## src/rtl/vga_timing_gen.sv

```systemverilog
// vga_timing_gen: parametrised VGA raster timing (sync, data enable, pixel coordinates).
// Latency: outputs are registered and describe the position entered on the tick edge; strobes last one clk.
// Backpressure: none; en=0 freezes divider, position and outputs, and it resumes where it stopped.
// Optional: define VGA_FRAME_CNT_EN to add a 16-bit frame counter output frame_cnt.
module vga_timing_gen #(
  parameter int   H_ACTIVE = 640,
  parameter int   H_FP     = 16,
  parameter int   H_SYNC   = 96,
  parameter int   H_BP     = 48,
  parameter int   V_ACTIVE = 480,
  parameter int   V_FP     = 10,
  parameter int   V_SYNC   = 2,
  parameter int   V_BP     = 33,
  parameter logic HS_POL   = 1'b0,
  parameter logic VS_POL   = 1'b0,
  parameter int   CLK_DIV  = 4,
  parameter int   COORD_W  = 12
) (
  input  logic               clk,
  input  logic               rst,
  input  logic               en,
  output logic               HS,
  output logic               VS,
  output logic               Vde,
  output logic [COORD_W-1:0] x_vga,
  output logic [COORD_W-1:0] y_vga,
  output logic               pix_ce,
  output logic               line_start,
  output logic               frame_start
`ifdef VGA_FRAME_CNT_EN
  ,
  output logic [15:0]        frame_cnt
`endif
);

  localparam int H_TOTAL = H_ACTIVE + H_FP + H_SYNC + H_BP;
  localparam int V_TOTAL = V_ACTIVE + V_FP + V_SYNC + V_BP;
  localparam int DIV_W   = (CLK_DIV > 1) ? $clog2(CLK_DIV) : 1;

  localparam logic [COORD_W-1:0] H_LAST   = COORD_W'(H_TOTAL - 1);
  localparam logic [COORD_W-1:0] V_LAST   = COORD_W'(V_TOTAL - 1);
  localparam logic [COORD_W-1:0] H_ACT    = COORD_W'(H_ACTIVE);
  localparam logic [COORD_W-1:0] V_ACT    = COORD_W'(V_ACTIVE);
  localparam logic [COORD_W-1:0] HS_START = COORD_W'(H_ACTIVE + H_FP);
  localparam logic [COORD_W-1:0] HS_END   = COORD_W'(H_ACTIVE + H_FP + H_SYNC);
  localparam logic [COORD_W-1:0] VS_START = COORD_W'(V_ACTIVE + V_FP);
  localparam logic [COORD_W-1:0] VS_END   = COORD_W'(V_ACTIVE + V_FP + V_SYNC);
  localparam logic [DIV_W-1:0]   DIV_LAST = DIV_W'(CLK_DIV - 1);

  // Reject modes whose totals do not fit the coordinate width, and a zero divider.
  if ((longint'(H_TOTAL) > (longint'(1) << COORD_W)) ||
      (longint'(V_TOTAL) > (longint'(1) << COORD_W))) begin : g_bad_coord_w
    $error("vga_timing_gen: H_TOTAL/V_TOTAL exceed 2**COORD_W");
  end
  if (CLK_DIV < 1) begin : g_bad_clk_div
    $error("vga_timing_gen: CLK_DIV must be >= 1");
  end

  logic [DIV_W-1:0]   div;
  logic               tick;
  logic [COORD_W-1:0] h_nxt;
  logic [COORD_W-1:0] v_nxt;
  logic               hs_act;
  logic               vs_act;

  assign tick = en & (div == DIV_LAST);

  // Pixel-clock-enable divider; holds while en is low.
  always_ff @(posedge clk or posedge rst) begin
    if (rst) begin
      div <= '0;
    end else if (tick) begin
      div <= '0;
    end else if (en) begin
      div <= div + 1'b1;
    end
  end

  // Next raster position: h advances on tick, v advances when h wraps.
  always_comb begin
    h_nxt = x_vga;
    v_nxt = y_vga;
    if (tick) begin
      if (x_vga == H_LAST) begin
        h_nxt = '0;
        v_nxt = (y_vga == V_LAST) ? '0 : y_vga + 1'b1;
      end else begin
        h_nxt = x_vga + 1'b1;
      end
    end
  end

  // Sync windows decoded from the next position so they register alongside it.
  always_comb begin
    hs_act = (h_nxt >= HS_START) && (h_nxt < HS_END);
    vs_act = (v_nxt >= VS_START) && (v_nxt < VS_END);
  end

  // Position, sync, data enable and strobes, all registered together.
  always_ff @(posedge clk or posedge rst) begin
    if (rst) begin
      x_vga       <= H_LAST;
      y_vga       <= V_LAST;
      Vde         <= 1'b0;
      HS          <= ~HS_POL;
      VS          <= ~VS_POL;
      pix_ce      <= 1'b0;
      line_start  <= 1'b0;
      frame_start <= 1'b0;
    end else begin
      x_vga       <= h_nxt;
      y_vga       <= v_nxt;
      Vde         <= (h_nxt < H_ACT) && (v_nxt < V_ACT);
      HS          <= hs_act ? HS_POL : ~HS_POL;
      VS          <= vs_act ? VS_POL : ~VS_POL;
      pix_ce      <= tick;
      line_start  <= tick && (h_nxt == '0);
      frame_start <= tick && (h_nxt == '0) && (v_nxt == '0);
    end
  end

`ifdef VGA_FRAME_CNT_EN
  // Frame counter steps on the same edge that raises frame_start, so it reads the new count then.
  always_ff @(posedge clk or posedge rst) begin
    if (rst) begin
      frame_cnt <= '0;
    end else if (tick && (h_nxt == '0) && (v_nxt == '0)) begin
      frame_cnt <= frame_cnt + 16'd1;
    end
  end
`endif

endmodule
```

## config.mk

```make
export PLATFORM = sky130hd
export DESIGN_NAME = vga_timing_gen
export DESIGN_NICKNAME = d
export VERILOG_FILES = /design/src/rtl/vga_timing_gen.sv
export SDC_FILE = /design/constraint.sdc
export NUM_CORES = 1
export LEC_CHECK = 0
export ABC_AREA = 1
export BUFFER_PORTS_ARGS = -buffer_cell sky130_fd_sc_hd__buf_2
export CORE_ASPECT_RATIO = 0.5
export CORE_MARGIN = 2
export CORE_UTILIZATION = 48
export CTS_CLUSTER_DIAMETER = 80
export DETAILED_ROUTE_END_ITERATION = 16
export GPL_TIMING_DRIVEN = 0
export PLACE_DENSITY_LB_ADDON = 0.15
export SETUP_SLACK_MARGIN = 0.2
export SLEW_MARGIN = 30
export SYNTH_ARGS = -nofsm -noshare
export SYNTH_HDL_FRONTEND = slang
export SYNTH_SLANG_ARGS = --single-unit
```

## constraint.sdc

```tcl
create_clock -name clk -period 2.3 [get_ports clk]
set_input_delay 0.345 -clock clk [delete_from_list [all_inputs] [get_ports clk]]
set_output_delay 0.345 -clock clk [all_outputs]
set_load 0.1 [all_outputs]
```

=== Yosys cells after proc, flatten, opt, wreduce, memory -nomap -nowiden ===
Cells that the tools add are included.

* Register bits after elaboration: 32
* Input port bits: 3
* Word-level logic and storage cells: 39

* Add/sub/neg operators: 3
* $lt $le $gt $ge: 6
* Equality and inequality tests: 3
* Muxes and demuxes: 9
* Bitwise operators: 1
* Reductions and logical operators: 8

{| class="wikitable"
|+ Operators with widths
! operator !! number
|-
| two-way mux 12 bit || 5
|-
| adder 12 x 1 -> 12 bit (second input constant) || 2
|-
| == test 12 x 10 -> 1 bit (second input constant) || 2
|-
| zero test 12 bit || 2
|-
| less-than comparator 12 x 10 -> 1 bit (second input constant) || 2
|-
| less-than comparator 12 x 9 -> 1 bit (second input constant) || 2
|-
| >= comparator 12 x 10 -> 1 bit (second input constant) || 1
|-
| >= comparator 12 x 9 -> 1 bit (second input constant) || 1
|-
| logical AND 1 bit || 5
|-
| two-way mux 2 bit || 2
|-
| adder 2 x 1 -> 2 bit (second input constant) || 1
|-
| == test 2 bit (second input constant) || 1
|-
| two-way mux 1 bit || 2
|-
| nonzero test 2 bit || 1
|-
| bitwise AND 1 bit || 1
|}

=== Depth between registers and ports, before layout ===
Gate-level depths: netlist (run 1).

* Word-level depth: 7
* Mapped depth: 13
* Depth with buffers taken out: 13

=== Worst setup path before layout (run 1) ===
OpenSTA, ideal clock, no wires.

* Path type: reg2reg
* From: register y_vga[1]
* To: register VS
* Setup time: 0.086 ns
* Data arrival time: 2.310 ns
* Data required time: 2.214 ns
* Slack: -0.096 ns
* Cell stages (with the launch flop): 12
* Cells stage by stage: dfrtp_1 -> ha_1 -> inv_1 -> nor2_2 -> nand2_1 -> nor2_2 -> nand2_1 -> nor2_2 -> nand4_1 -> nand2_1 -> nand3_2 -> nand3b_1

* Cells in the longest elaborated chain, start to end: 7

{| class="wikitable"
|+ RTL lines
! element !! line !! RTL
|-
| start: declaration || 26 || <nowiki>output logic [COORD_W-1:0] y_vga,</nowiki>
|-
| start signal: assignment || 112 || <nowiki>y_vga <= v_nxt;</nowiki>
|-
| adder 12 x 1 -> 12 bit / == test 12 x 10 -> 1 bit (equally long branches) || 86 || <nowiki>v_nxt = (y_vga == V_LAST) ? '0 : y_vga + 1'b1;</nowiki>
|-
| two-way mux 12 bit || 86 ||
|-
| two-way mux 12 bit || 84 || <nowiki>if (x_vga == H_LAST) begin</nowiki>
|-
| two-way mux 12 bit * || 83 || <nowiki>if (tick) begin</nowiki>
|-
| >= comparator 12 x 9 -> 1 bit / less-than comparator 12 x 9 -> 1 bit (equally long branches) || 96 || <nowiki>vs_act = (v_nxt >= VS_START) && (v_nxt < VS_END);</nowiki>
|-
| logical AND 1 bit * || 96 ||
|-
| two-way mux 1 bit * || 115 || <nowiki>VS <= vs_act ? VS_POL : ~VS_POL;</nowiki>
|-
| end signal: assignment || 106 || <nowiki>VS <= ~VS_POL;</nowiki>
|-
| end signal: assignment || 115 ||
|-
| end: declaration || 23 || <nowiki>output logic VS,</nowiki>
|}

Mark *: on every way between the ends. The rest lies on a longest branch, timed or not.
A chain may end at the register's enable or synchronous reset.

=== Worst setup path after layout (run 1) ===
* From: register x_vga[0]
* To: register frame_start

* Cells in the longest elaborated chain, start to end: 6

{| class="wikitable"
|+ RTL lines
! element !! line !! RTL
|-
| start: declaration || 25 || <nowiki>output logic [COORD_W-1:0] x_vga,</nowiki>
|-
| start signal: assignment || 111 || <nowiki>x_vga <= h_nxt;</nowiki>
|-
| adder 12 x 1 -> 12 bit / == test 12 x 10 -> 1 bit (equally long branches) || 88, 84 ||
|-
| two-way mux 12 bit || 84 ||
|-
| two-way mux 12 bit || 83 ||
|-
| zero test 12 bit || 118 || <nowiki>frame_start <= tick && (h_nxt == '0) && (v_nxt == '0);</nowiki>
|-
| logical AND 1 bit || 118 ||
|-
| logical AND 1 bit * || 118 ||
|-
| end signal: assignment || 118 ||
|-
| end: declaration || 29 || <nowiki>output logic frame_start</nowiki>
|}

Marked as above.

==> metrics.log, run 1 <==
[metrics] fraction of synthesized area in multiplexers: 0
[metrics] final critical delay including setup and external delays: ~2.0 ns
[metrics] placed cell areas: 2385 µm²
[metrics] Worst setup SP type: flop
[metrics] library cell contributing the largest single delay on the critical path: sky130_fd_sc_hd__dfstp_4
[metrics] Pins Over Slew Limit: 0
[metrics] cells after synthesis: 301
[metrics] mean routed wirelength per cell: around 13 µm
[metrics] source of the worst register-to-register timing path: x_vga[0]
[metrics] required time at the worst-slack endpoint: ~2.5 ns
[metrics] number of H-tree branching levels: 2
[metrics] fraction of final layout cells sized beyond drive strength 1: 0.3343
[metrics] Worst IR Drop VDD: 0.4625 mV
[metrics] die area: roughly 5000 µm²
[metrics] category of the most critical setup path: flop to flop
[metrics] global routing usage summed across all routing layers: 0.2157
[metrics] DR vias: 2110
[metrics] standard-cell row count: 17
[metrics] clock root buffer master: sky130_fd_sc_hd__clkbuf_8
[metrics] Detailed Place HPWL: approximately 3800 µm
[metrics] Final Worst Setup Slack: approximately 0.27 ns
[metrics] final RePlAce weighted congestion: 0.8672
[metrics] Logic pwr share: 0.492
[metrics] achievable clock frequency: about 500 MHz
[metrics] reported leakage power: about 1.4 nW
[metrics] post-synthesis register bit count: 32
[metrics] largest area contributor in the netlist: sky130_fd_sc_hd__dfrtp_1
[metrics] fraction of power consumed by sequential logic: 0.323
[metrics] biggest area contributors in the synthesized netlist: sky130_fd_sc_hd__dfrtp_1, sky130_fd_sc_hd__dfstp_2, sky130_fd_sc_hd__nand2_1, sky130_fd_sc_hd__inv_1, sky130_fd_sc_hd__nand3_1
[metrics] count of warnings emitted by yosys: 0
[metrics] post-synth top area share: 0.2363
[metrics] Chip Height: 50.98 µm
[metrics] number of global-route vias before repair: between 1500 and 2000
[metrics] switching share of power: 0.5204
[metrics] Mapped Area: 2118 µm²
[metrics] wirelength, routed: around 5200 µm
[metrics] dominant combinational cell family by area after synthesis: simple AND/OR/NAND/NOR gates
[metrics] WP data arrival: ~2.2 ns
[metrics] drt drc: 0
[metrics] share of the clock period used by the worst path: 0.8838
[metrics] fraction of the mapped netlist area in compound gates: 0.04903
[metrics] number of design-rule violations left by the first detailed-router iteration: slightly below 70
[metrics] part of the power in the clock network: 0.186
[metrics] setup violators final: 0
[metrics] standard cell core area: roughly 4300 µm²
[metrics] arithmetic-cell share of the synthesized area counting full adders, half adders and majority gates: 0.02363
[metrics] critical path cell sequence: ha_4, inv_4, nor2_4, nand3_4, nor2_8, nand2_1, nand2_2, nand3_1, nor2_1, nand3_1, nor3_2
[metrics] unrepaired setup endpoints after global routing: true
[metrics] number of antenna diodes: 0
[metrics] NetSw: ~1.4 mW
[metrics] number of maximum-capacitance violations: 0
[metrics] Syn Nets: between 300 and 400
[metrics] DIE WIDTH: slightly below 100 µm
[metrics] number of I/O pins: 33
[metrics] worst-margin pin slew: slightly below 0.7 ns
[metrics] sum of overflow across all layers after global routing: 0
[metrics] Internal Dissipation: about 1.3 mW
[metrics] average size of a mapped cell: slightly above 7 µm²
[metrics] CTS clock-pin slew for the worst setup and hold paths: 0.07 ns
[metrics] antenna violations before repair: 0
[metrics] Place WS: about 0.20 ns
[metrics] timing startpoint of the critical path: x_vga[0]
[metrics] maximum net fanout on the critical path: 6
[metrics] run status: finished clean
[metrics] initial core utilization: 0.4906
[metrics] distinct cell type count of the synthesized netlist: 28
[metrics] cell area power density: approximately 1000 nW/µm²
[metrics] type of the most critical hold path: primary input to asynchronous set/reset pin
[metrics] clk sink count: 32
[metrics] Slowest Stage Delay on Critical Path: around 0.65 ns
[metrics] total negative setup slack: 0 ns
[metrics] normalized max-slew margin: 0.5365
[metrics] CTS tree: yes
[metrics] most used cell, CP: sky130_fd_sc_hd__nand3_1
[metrics] worst path bufs/invs: 1
[metrics] largest buffer count on any clock path: 2
[metrics] worst clock skew: 0.003687 ns
[metrics] remaining number of nets flagged by the antenna check after routing: 0
[metrics] worst skew pair latency: around 0.29 ns
[metrics] Port Buf Inserts: 32
[metrics] post-synthesis share of cell area spent on xor and xnor gates: 0
[metrics] wire length of the first global-routing pass: 8418 µm
[metrics] simple-gate share of the synthesized area: 0.4217
[metrics] synth-to-layout area growth: 24.16%
[metrics] largest net degree at the start of global routing: 33
[metrics] final hold viol count: 0
[metrics] first drt pass iteration count: 4
[metrics] number of nets at the end of the flow: 356
[metrics] final design instance area without fill: 2630 µm²
[metrics] type of destination of the critical path: flop
[metrics] commonest non-fill, non-tap cell in the layout: sky130_fd_sc_hd__nand2_1
[metrics] largest delay contributor family on the critical path: simple AND/OR/NAND/NOR gates
[metrics] Vias/cell: 5.184
[metrics] most frequent cells in the layout: sky130_fd_sc_hd__nand2_1, sky130_fd_sc_hd__inv_1, sky130_fd_sc_hd__buf_2, sky130_fd_sc_hd__nor2_1, sky130_fd_sc_hd__nand3_1
[metrics] number of buffers inserted during clock tree synthesis: 5
[metrics] sequential element share of the synthesized area: 0.3851
==> repair_timing <==
| action | 4_1_cts | 5_1_grt |
|---|---|---|
| cloned | 0 | 1 |
| setup endpoints to repair | 2 | 5 |
| hold buffers | 0 | 0 |
| setup buffers | 0 | 8 |
| pin swaps | 1 | 10 |
| gates resized for setup | 1 | 19 |
==> cell families (layout without fill, tap and decap cells) <==
kind of cell,count (synthesis),in the layout
adders and majority gates,4,4
buffers and inverters,66,114
DFF,32,32
AOI/OAI and AO/OA,19,19
and+or+nand+nor,180,181
==> registers in the layout, indices dropped and copies added, names as in the netlist <==
signal,cells
x_vga,12
y_vga,12
div,2
HS,1
VS,1
Vde,1
frame_start,1
line_start,1
pix_ce,1
==> final timing paths <==
path / to / slack [ns] / depth (start not counted)
max: frame_start / 0.27 / 11
min reg2reg: div[1] / 0.50 / 2
min: line_start / 0.16 / 2
max in group asynchronous: y_vga[0] / 1.65 / 2
max reg2reg: frame_start / 0.27 / 11
min in group clk: div[0] / 0.31 / 2
==> final cells by class <==
cell class | instances | area [µm²]
plain buffers | 1 | 11.26
inverters | 65 | 246.5
well taps | 57 | 71.32
repair buffers | 40 | 220.2
multi-input cells | 204 | 1135
flip-flops and latches | 32 | 845.8
fillers | 411 | 1688
clock buffers | 8 | 100.1
==> synthesized netlist by cell type <==
master and number:
sky130_fd_sc_hd__buf_6 1, sky130_fd_sc_hd__dfrtp_1 20, sky130_fd_sc_hd__o21bai_1 2, sky130_fd_sc_hd__a21oi_1 4, sky130_fd_sc_hd__nor3_1 8, sky130_fd_sc_hd__nand2_2 3
sky130_fd_sc_hd__a21oi_2 1, sky130_fd_sc_hd__inv_1 55, sky130_fd_sc_hd__ha_1 4, sky130_fd_sc_hd__nand4_4 1, sky130_fd_sc_hd__inv_2 9, sky130_fd_sc_hd__nor3b_1 1
sky130_fd_sc_hd__nor2_2 9, sky130_fd_sc_hd__nand3b_1 1, sky130_fd_sc_hd__nand2_1 76, sky130_fd_sc_hd__nor2_1 32, sky130_fd_sc_hd__nor3_2 3, sky130_fd_sc_hd__nand4_1 9
sky130_fd_sc_hd__nor2_4 1, sky130_fd_sc_hd__dfstp_2 12, sky130_fd_sc_hd__o21ai_0 5, sky130_fd_sc_hd__nand3_1 30, sky130_fd_sc_hd__nand3_4 1, sky130_fd_sc_hd__clkinv_1 1
sky130_fd_sc_hd__nand2_4 1, sky130_fd_sc_hd__nor2_8 2, sky130_fd_sc_hd__nand3_2 2, sky130_fd_sc_hd__o21ai_1 7
==> layer usage <==
metal / vias to the layer above / GRT usage / part of all wire
met1: 1014 / 0.2808 / 0.46
li1: 1034 / - / -
met2: 56 / 0.3505 / 0.47
met4: 0 / 0.07176 / 0.013
met5: - / 0 / 0
met3: 6 / 0.06293 / 0.058
==> worst register-to-register path, delay by kind of cell (launching register included) <==
family | cells | cell delay (ns)
adder cells (fa/ha/maj) | 1 | 0.14
AND/OR/NAND/NOR | 9 | 1.11
flip-flops | 1 | 0.65
buffers and inverters | 1 | 0.06
==> power groups by stage <==
stage	logic (mW)	registers (mW)	clock network, mW
after detailed placement	1.20	0.854	0
after CTS	1.20	0.846	0.499
final	1.30	0.854	0.491
after floorplan	0.442	1.42	0
after global placement	1.19	0.847	0
after global routing	1.40	0.868	0.530
==> per-stage QoR <==
step | cells | power (mW) | hold slack (ns) | utilization
2_1_floorplan | 301 | 1.867 | 0.4297 | -
6_report | 407 | 2.646 | 0.1622 | 0.6091
3_3_place_gp | 390 | 2.032 | 0.4645 | 0.5523
3_5_place_dp | 390 | 2.054 | 0.4838 | 0.5523
5_1_grt | 407 | 2.797 | 0.2183 | 0.6091
4_1_cts | 398 | 2.550 | 0.1833 | 0.5766
Note: power is estimated with default switching activity, not from simulation.
==> run 2: changes to the inputs <==
--- a/config.mk
+++ b/config.mk
@@ -9,7 +9,7 @@
 export BUFFER_PORTS_ARGS = -buffer_cell sky130_fd_sc_hd__buf_2
 export CORE_ASPECT_RATIO = 0.5
 export CORE_MARGIN = 2
-export CORE_UTILIZATION = 48
+export CORE_UTILIZATION = 57
 export CTS_CLUSTER_DIAMETER = 80
 export DETAILED_ROUTE_END_ITERATION = 16
 export GPL_TIMING_DRIVEN = 0
==> run 2 against run 1 <==
First-iteration DRC count increased by 88%. Fmax fell by 3.1%. Non-clock buffer count is 2 lower. Global-route usage rose by 3.7 points. Sequential cell count unchanged. Sequential share of layout area increased by 0.17 points. Die area decreased by 15%. Combinational power about the same. Worst setup slack worse by 0.065 ns. Register-to-register slack worse by 0.07 ns. Critical endpoint unchanged. Largest power group unchanged. Highest routed layer unchanged.
==> metrics.log, run 2 (same netlist as run 1, synthesis figures left out) <==
[metrics] run status: finished clean
[metrics] number of design-rule violations left by the first detailed-router iteration: 128 (+88%)
[metrics] CTS clock-pin slew for the worst setup and hold paths: 0.07 ns (about the same)
[metrics] final critical delay including setup and external delays: 2.098 ns (+0.06518 ns)
[metrics] global routing usage summed across all routing layers: 0.2524 (+0.03666)
[metrics] synth-to-layout area growth: 23.51%
[metrics] number of H-tree branching levels: 2 (unchanged)
[metrics] post-route core utilization: 0.7495 (+0.1404)
[metrics] wire length of the first global-routing pass: 8162 µm (-3.0%)
[metrics] share of the clock period used by the worst path: 0.9122 (+0.02834)
[metrics] DIE WIDTH: 90.21 µm (-7.9%)
[metrics] worst clock skew: 0.008068 ns (+0.004381 ns)
[metrics] type of destination of the critical path: flop
[metrics] most frequent cells in the layout: sky130_fd_sc_hd__nand2_1, sky130_fd_sc_hd__inv_1, sky130_fd_sc_hd__buf_2, sky130_fd_sc_hd__nor2_1, sky130_fd_sc_hd__nand3_1
[metrics] met1 layer usage reported by global route: 0.3187 (+0.03789)
[metrics] largest net degree at the start of global routing: 33 (unchanged)
[metrics] clock root buffer master: sky130_fd_sc_hd__clkbuf_8
[metrics] Worst setup SP type: flop
[metrics] initial core utilization: 0.6068 (+0.1162)
[metrics] fill cell count: 267 (-35%)
[metrics] antenna violations before repair: 0 (unchanged)
[metrics] number of antenna diodes: 0 (unchanged)
[metrics] unrepaired setup endpoints after global routing: true
[metrics] overall power: 2.604 mW (-1.6%)
[metrics] first drt pass iteration count: 5 (+1)
[metrics] number of buffers inserted during clock tree synthesis: 5 (unchanged)
[metrics] number of I/O pins: 33 (unchanged)
[metrics] final RePlAce weighted congestion: 0.8920 (+2.9%)
[metrics] Place WS: 0.2037 ns (+0.001381 ns)
[metrics] met3 Resource Use GR: 0.05939 (-0.003537)
[metrics] CTS tree: yes
[metrics] mean routed wirelength per cell: 13.41 µm (+5.2%)
[metrics] cts hold-fix bufs: 0 (unchanged)
[metrics] remaining number of nets flagged by the antenna check after routing: 0 (unchanged)
[metrics] sum of overflow across all layers after global routing: 0 (unchanged)
[metrics] grt peak-use layer: met2
[metrics] required time at the worst-slack endpoint: 2.51 ns (about the same)
[metrics] Worst IR Drop VDD: 0.4894 mV (+5.8%)
[metrics] wirelength, routed: 5349 µm (+3.1%)
[metrics] number of nets at the end of the flow: 354 (-0.56%)
[metrics] commonest non-fill, non-tap cell in the layout: sky130_fd_sc_hd__nand2_1
[metrics] Pins Over Slew Limit: 0 (unchanged)
[metrics] category of the most critical setup path: flop to flop
[metrics] Vias/cell: 5.308 (+2.4%)
[metrics] achievable clock frequency: 476.6 MHz (-3.1%)
[metrics] type of the most critical hold path: primary input to asynchronous set/reset pin
[metrics] clk sink count: 32 (unchanged)
[metrics] worst skew pair latency: 0.29 ns (about the same)
[metrics] Detailed Place HPWL: 3719 µm (-1.7%)
[metrics] maximum net fanout on the critical path: 6 (unchanged)
[metrics] reported leakage power: 1.346 nW (-1.3%)
[metrics] registers with the most flip-flops: x_vga x12, y_vga x12, div x2
[metrics] normalized max-slew margin: 0.5463 (+0.009784)
[metrics] drt drc: 0 (unchanged)
[metrics] worst-margin pin slew: 0.6796 ns (-0.01466 ns)
[metrics] WP data arrival: 2.31 ns (+0.07 ns)
[metrics] die area: 4249 µm² (-15%)
[metrics] Port Buf Inserts: 32 (unchanged)
[metrics] final hold viol count: 0 (unchanged)
[metrics] M2 GR Usage: 0.4421 (+0.09165)
[metrics] fraction of final layout cells sized beyond drive strength 1: 0.3247 (-0.009573)
[metrics] number of maximum-capacitance violations: 0 (unchanged)
[metrics] Chip Height: 47.11 µm (-7.6%)
[metrics] number of global-route vias before repair: 1853 (-1.7%)
[metrics] Final Worst Setup Slack: 0.2020 ns (-0.06518 ns)
[metrics] DR vias: 2118 (+0.38%)
[metrics] setup violators final: 0 (unchanged)
[metrics] standard-cell row count: 15 (-2)
[metrics] total negative setup slack: 0 ns (unchanged)
[metrics] standard cell core area: 3491 µm² (-19%)
[metrics] largest buffer count on any clock path: 2 (unchanged)
[metrics] cell area power density: 995.3 nW/µm² (-1.1%)
## run 2: where the power goes
part	leakage [nW]	switching [mW]	internal (mW)
registers	0.328	0.133	0.725
clock network	0.0455	0.220	0.244
logic	0.973	1.03	0.249
## run 2: routing by layer
metal	part of all wire	vias to the layer above
met2	0.46	87
met4	0.021	0
met3	0.063	14
li1	-	1035
met1	0.46	982
met5	0	-
## run 2: critical path, cell delays in order, from the launching register on
cell and delay [ns]:
sky130_fd_sc_hd__dfstp_4 0.66, sky130_fd_sc_hd__ha_4 0.16, sky130_fd_sc_hd__inv_6 0.05, sky130_fd_sc_hd__nor2_4 0.15
sky130_fd_sc_hd__nand3_4 0.18, sky130_fd_sc_hd__nor2_8 0.17, sky130_fd_sc_hd__o21ai_1 0.11, sky130_fd_sc_hd__nand2_1 0.12
sky130_fd_sc_hd__nand2_1 0.08, sky130_fd_sc_hd__nor2_2 0.11, sky130_fd_sc_hd__nand3_1 0.11, sky130_fd_sc_hd__nor3_2 0.11
## run 2: repair_timing
| item | in CTS | in global routing |
|---|---|---|
| buffers inserted | 1 | 5 |
| hold endpoints to repair | 0 | 0 |
| gates resized for setup | 2 | 22 |
| endpoints found under the setup margin | 3 | 5 |
| gates cloned | 1 | 0 |
| pin swaps | 2 | 15 |
## run 2: path summary, 6_finish.rpt
| check | start | end | slack [ns] | cells after the start |
|---|---|---|---|---|
| worst max-delay path | x_vga[0] | frame_start | 0.20 | 11 |
| worst max register to register | x_vga[0] | frame_start | 0.20 | 11 |
| worst min-delay path | rst | line_start | 0.14 | 2 |
| worst min register to register | div[1] | div[1] | 0.49 | 2 |
| max in group asynchronous | rst | y_vga[5] | 1.67 | 2 |
| min in group clk | en | div[0] | 0.31 | 2 |
## run 2: layout make-up
type                    instances  area (µm²)  area share
repair buffers                 38       209.0     0.07987
inverters                      65       249.0     0.09517
flip-flops and latches         32       845.8      0.3233
well taps                      51       63.81     0.02439
plain buffers                   1       11.26    0.004304
multi-input cells             204        1147      0.4385
clock buffers                   8       90.09     0.03443
## run 2: per-stage QoR
step           hold slack [ns]  instances  cell area, µm²
6_report                0.1443        399            2616
5_1_grt                 0.2128        399            2616
4_1_cts                 0.1645        394            2495
3_5_place_dp            0.4794        384            2377
3_3_place_gp            0.4638        384            2377
2_1_floorplan           0.4297        301            2153
==> run 3: changes to the inputs <==
--- a/config.mk
+++ b/config.mk
@@ -9,7 +9,7 @@
 export BUFFER_PORTS_ARGS = -buffer_cell sky130_fd_sc_hd__buf_2
 export CORE_ASPECT_RATIO = 0.5
 export CORE_MARGIN = 2
-export CORE_UTILIZATION = 57
+export CORE_UTILIZATION = 61
 export CTS_CLUSTER_DIAMETER = 80
 export DETAILED_ROUTE_END_ITERATION = 16
 export GPL_TIMING_DRIVEN = 0
==> constraint.sdc (replaced) <==
create_clock -name clk -period 2.6 [get_ports clk]
set_input_delay 0.39 -clock clk [delete_from_list [all_inputs] [get_ports clk]]
set_output_delay 0.39 -clock clk [all_outputs]
set_load 0.1 [all_outputs]
==> run 3 against run 2 <==
Power shrank 11%. Sequential share of layout area increased by 0.80 points. Cell count is 4.0% lower. Critical path type unchanged. Largest power group unchanged. Highest routed layer unchanged.
==> metrics.log, run 3 (same netlist as run 1, synthesis figures left out) <==
[metrics] category of the most critical setup path: flop to flop
[metrics] worst clock skew: 0.004202 ns (-0.003866 ns)
[metrics] number of antenna diodes: 0 (unchanged)
[metrics] number of design-rule violations left by the first detailed-router iteration: 111 (-13%)
[metrics] sum of overflow across all layers after global routing: 0 (unchanged)
[metrics] Vias/cell: 5.337 (+0.54%)
[metrics] initial core utilization: 0.6270 (+0.02023)
[metrics] synth-to-layout area growth: 16.24%
[metrics] clock root buffer master: sky130_fd_sc_hd__clkbuf_8
[metrics] worst-margin pin slew: 0.6710 ns (-0.008575 ns)
[metrics] Port Buf Inserts: 32 (unchanged)
[metrics] type of the most critical hold path: primary input to asynchronous set/reset pin
[metrics] unrepaired setup endpoints after global routing: false
[metrics] clk sink count: 32 (unchanged)
[metrics] mean routed wirelength per cell: 12.96 µm (-3.3%)
[metrics] first drt pass iteration count: 4 (-1)
[metrics] Internal Dissipation: 1.147 mW (-5.8%)
[metrics] type of destination of the critical path: flop
[metrics] final RePlAce weighted congestion: 0.9093 (+1.9%)
[metrics] DIE WIDTH: 87.34 µm (-3.2%)
[metrics] CTS tree: yes
[metrics] reported leakage power: 1.311 nW (-2.6%)
[metrics] number of H-tree branching levels: 2 (unchanged)
[metrics] Detailed Place HPWL: 3646 µm (-2.0%)
[metrics] most frequent cells in the layout: sky130_fd_sc_hd__nand2_1, sky130_fd_sc_hd__inv_1, sky130_fd_sc_hd__nor2_1, sky130_fd_sc_hd__buf_2, sky130_fd_sc_hd__nand3_1
[metrics] registers with the most flip-flops: x_vga x12, y_vga x12, div x2
[metrics] Chip Height: 45.67 µm (-3.0%)
[metrics] share of the clock period used by the worst path: 0.8201 (-0.09207)
[metrics] Worst setup SP type: flop
[metrics] fraction of final layout cells sized beyond drive strength 1: 0.2581 (-0.06665)
[metrics] largest net degree at the start of global routing: 33 (unchanged)
[metrics] wire length of the first global-routing pass: 7762 µm (-4.9%)
[metrics] maximum net fanout on the critical path: 6 (unchanged)
[metrics] die area: 3989 µm² (-6.1%)
[metrics] number of maximum-capacitance violations: 0 (unchanged)
[metrics] overall power: 2.327 mW (-11%)
[metrics] total negative setup slack: 0 ns (unchanged)
[metrics] standard cell core area: 3378 µm² (-3.2%)
[metrics] fraction of power consumed by sequential logic: 0.311 (-0.018)
[metrics] r2r worst-path depth: 10 (-1)
[metrics] reg-to-reg slack, setup: 0.47 ns (+0.27 ns)
[metrics] normalized max-slew margin: 0.5520 (+0.005725)
[metrics] WP data arrival: 2.35 ns (+0.04 ns)
[metrics] Pins Over Slew Limit: 0 (unchanged)
[metrics] number of buffers inserted during clock tree synthesis: 5 (unchanged)
[metrics] drt drc: 0 (unchanged)
[metrics] CTS clock-pin slew for the worst setup and hold paths: 0.07 ns (about the same)
[metrics] post-CTS setup buffers: 0 (-1)
[metrics] final critical delay including setup and external delays: 2.132 ns (+0.03427 ns)
[metrics] DR vias: 2044 (-3.5%)
[metrics] number of I/O pins: 33 (unchanged)
[metrics] switching share of power: 0.5072 (-0.02513)
[metrics] cts hold-fix bufs: 0 (unchanged)
[metrics] part of the power in the clock network: 0.230 (+0.052)
[metrics] wirelength, routed: 4964 µm (-7.2%)
[metrics] worst skew pair latency: 0.30 ns (about the same)
[metrics] standard-cell row count: 15 (unchanged)
[metrics] Logic pwr share: 0.459 (-0.033)
[metrics] largest buffer count on any clock path: 2 (unchanged)
[metrics] number of global-route vias before repair: 1801 (-2.8%)
[metrics] run status: finished clean
[metrics] NetSw: 1.180 mW (-15%)
[metrics] global routing usage summed across all routing layers: 0.2636 (+0.01125)
[metrics] final hold viol count: 0 (unchanged)
[metrics] cell area power density: 945.1 nW/µm² (-5.0%)
[metrics] setup violators final: 0 (unchanged)
[metrics] remaining number of nets flagged by the antenna check after routing: 0 (unchanged)
[metrics] Worst IR Drop VDD: 0.4076 mV (-17%)
[metrics] commonest non-fill, non-tap cell in the layout: sky130_fd_sc_hd__nand2_1
[metrics] source of the worst register-to-register timing path: x_vga[0]
[metrics] achievable clock frequency: 469.0 MHz (-1.6%)
[metrics] number of nets at the end of the flow: 347 (-2.0%)
[metrics] reg2reg end: VS
[metrics] antenna violations before repair: 0 (unchanged)
[metrics] required time at the worst-slack endpoint: 2.82 ns (+0.31 ns)
[run 3: layout make-up]
cell class / count / area, µm²
Tap cell: 42 / 52.55
Clock buffer: 7 / 96.34
Sequential cell: 32 / 815.8
Multi-Input combinational cell: 203 / 1052
Timing Repair Buffer: 32 / 160.2
Clock inverter: 1 / 30.03
Fill cell: 273 / 915.9
Buffer: 1 / 11.26
Inverter: 65 / 244.0
[run 3: worst max path at each step]
stage,from,endpoint,slack [ns],depth (start not counted)
2_1_floorplan,y_vga[1],VS,0.20,11
3_3_place_gp,x_vga[0],VS,0.44,10
3_5_place_dp,x_vga[0],VS,0.43,10
4_1_cts,x_vga[0],VS,0.42,10
5_1_grt,x_vga[0],VS,0.27,10
6_report,x_vga[0],VS,0.47,10
[run 3: power groups by stage]
stage	Combinational (mW)	Clock [mW]	Sequential (mW)
after CTS	1.06	0.541	0.722
after global placement	1.04	0	0.728
after floorplan	0.389	0	1.24
final	1.07	0.536	0.724
after global routing	1.14	0.566	0.742
after detailed placement	1.06	0	0.731
[run 3: routing by layer]
| metal | up-vias | global-route usage | routed length (µm) |
|---|---|---|---|
| met4 | 0 | 0.1015 | 101 |
| met2 | 75 | 0.4242 | 2262 |
| li1 | 1022 | - | - |
| met1 | 933 | 0.3337 | 2260 |
| met5 | - | 0 | 0 |
| met3 | 14 | 0.09239 | 340 |
[run 3: metrics by stage]
stage	area (µm²)	hold slack (ns)	utilization	worst slack (ns)	std cells
2_1_floorplan	2118	0.4457	-	0.2041	301
3_3_place_gp	2331	0.4624	0.6900	0.4442	375
3_5_place_dp	2331	0.4690	0.6900	0.4281	375
4_1_cts	2457	0.2111	0.7274	0.4160	383
5_1_grt	2462	0.2481	0.7289	0.2688	383
6_report	2462	0.1843	0.7289	0.4677	383
[run 3: timing repair]
item	4_1_cts	5_1_grt
endpoints found under the setup margin	0	2
hold endpoints to repair	0	0
resized for setup	0	1
[run 3: critical path, cell delays in order, from the launching register on]
cell and delay, ns:
sky130_fd_sc_hd__dfstp_2 0.58, sky130_fd_sc_hd__ha_1 0.15, sky130_fd_sc_hd__inv_1 0.15, sky130_fd_sc_hd__nor3_2 0.18, sky130_fd_sc_hd__nand3_1 0.10, sky130_fd_sc_hd__nor2_2 0.21
sky130_fd_sc_hd__nand2_1 0.16, sky130_fd_sc_hd__nand3_1 0.14, sky130_fd_sc_hd__nand2_1 0.09, sky130_fd_sc_hd__nor3_1 0.19, sky130_fd_sc_hd__nand3b_1 0.10
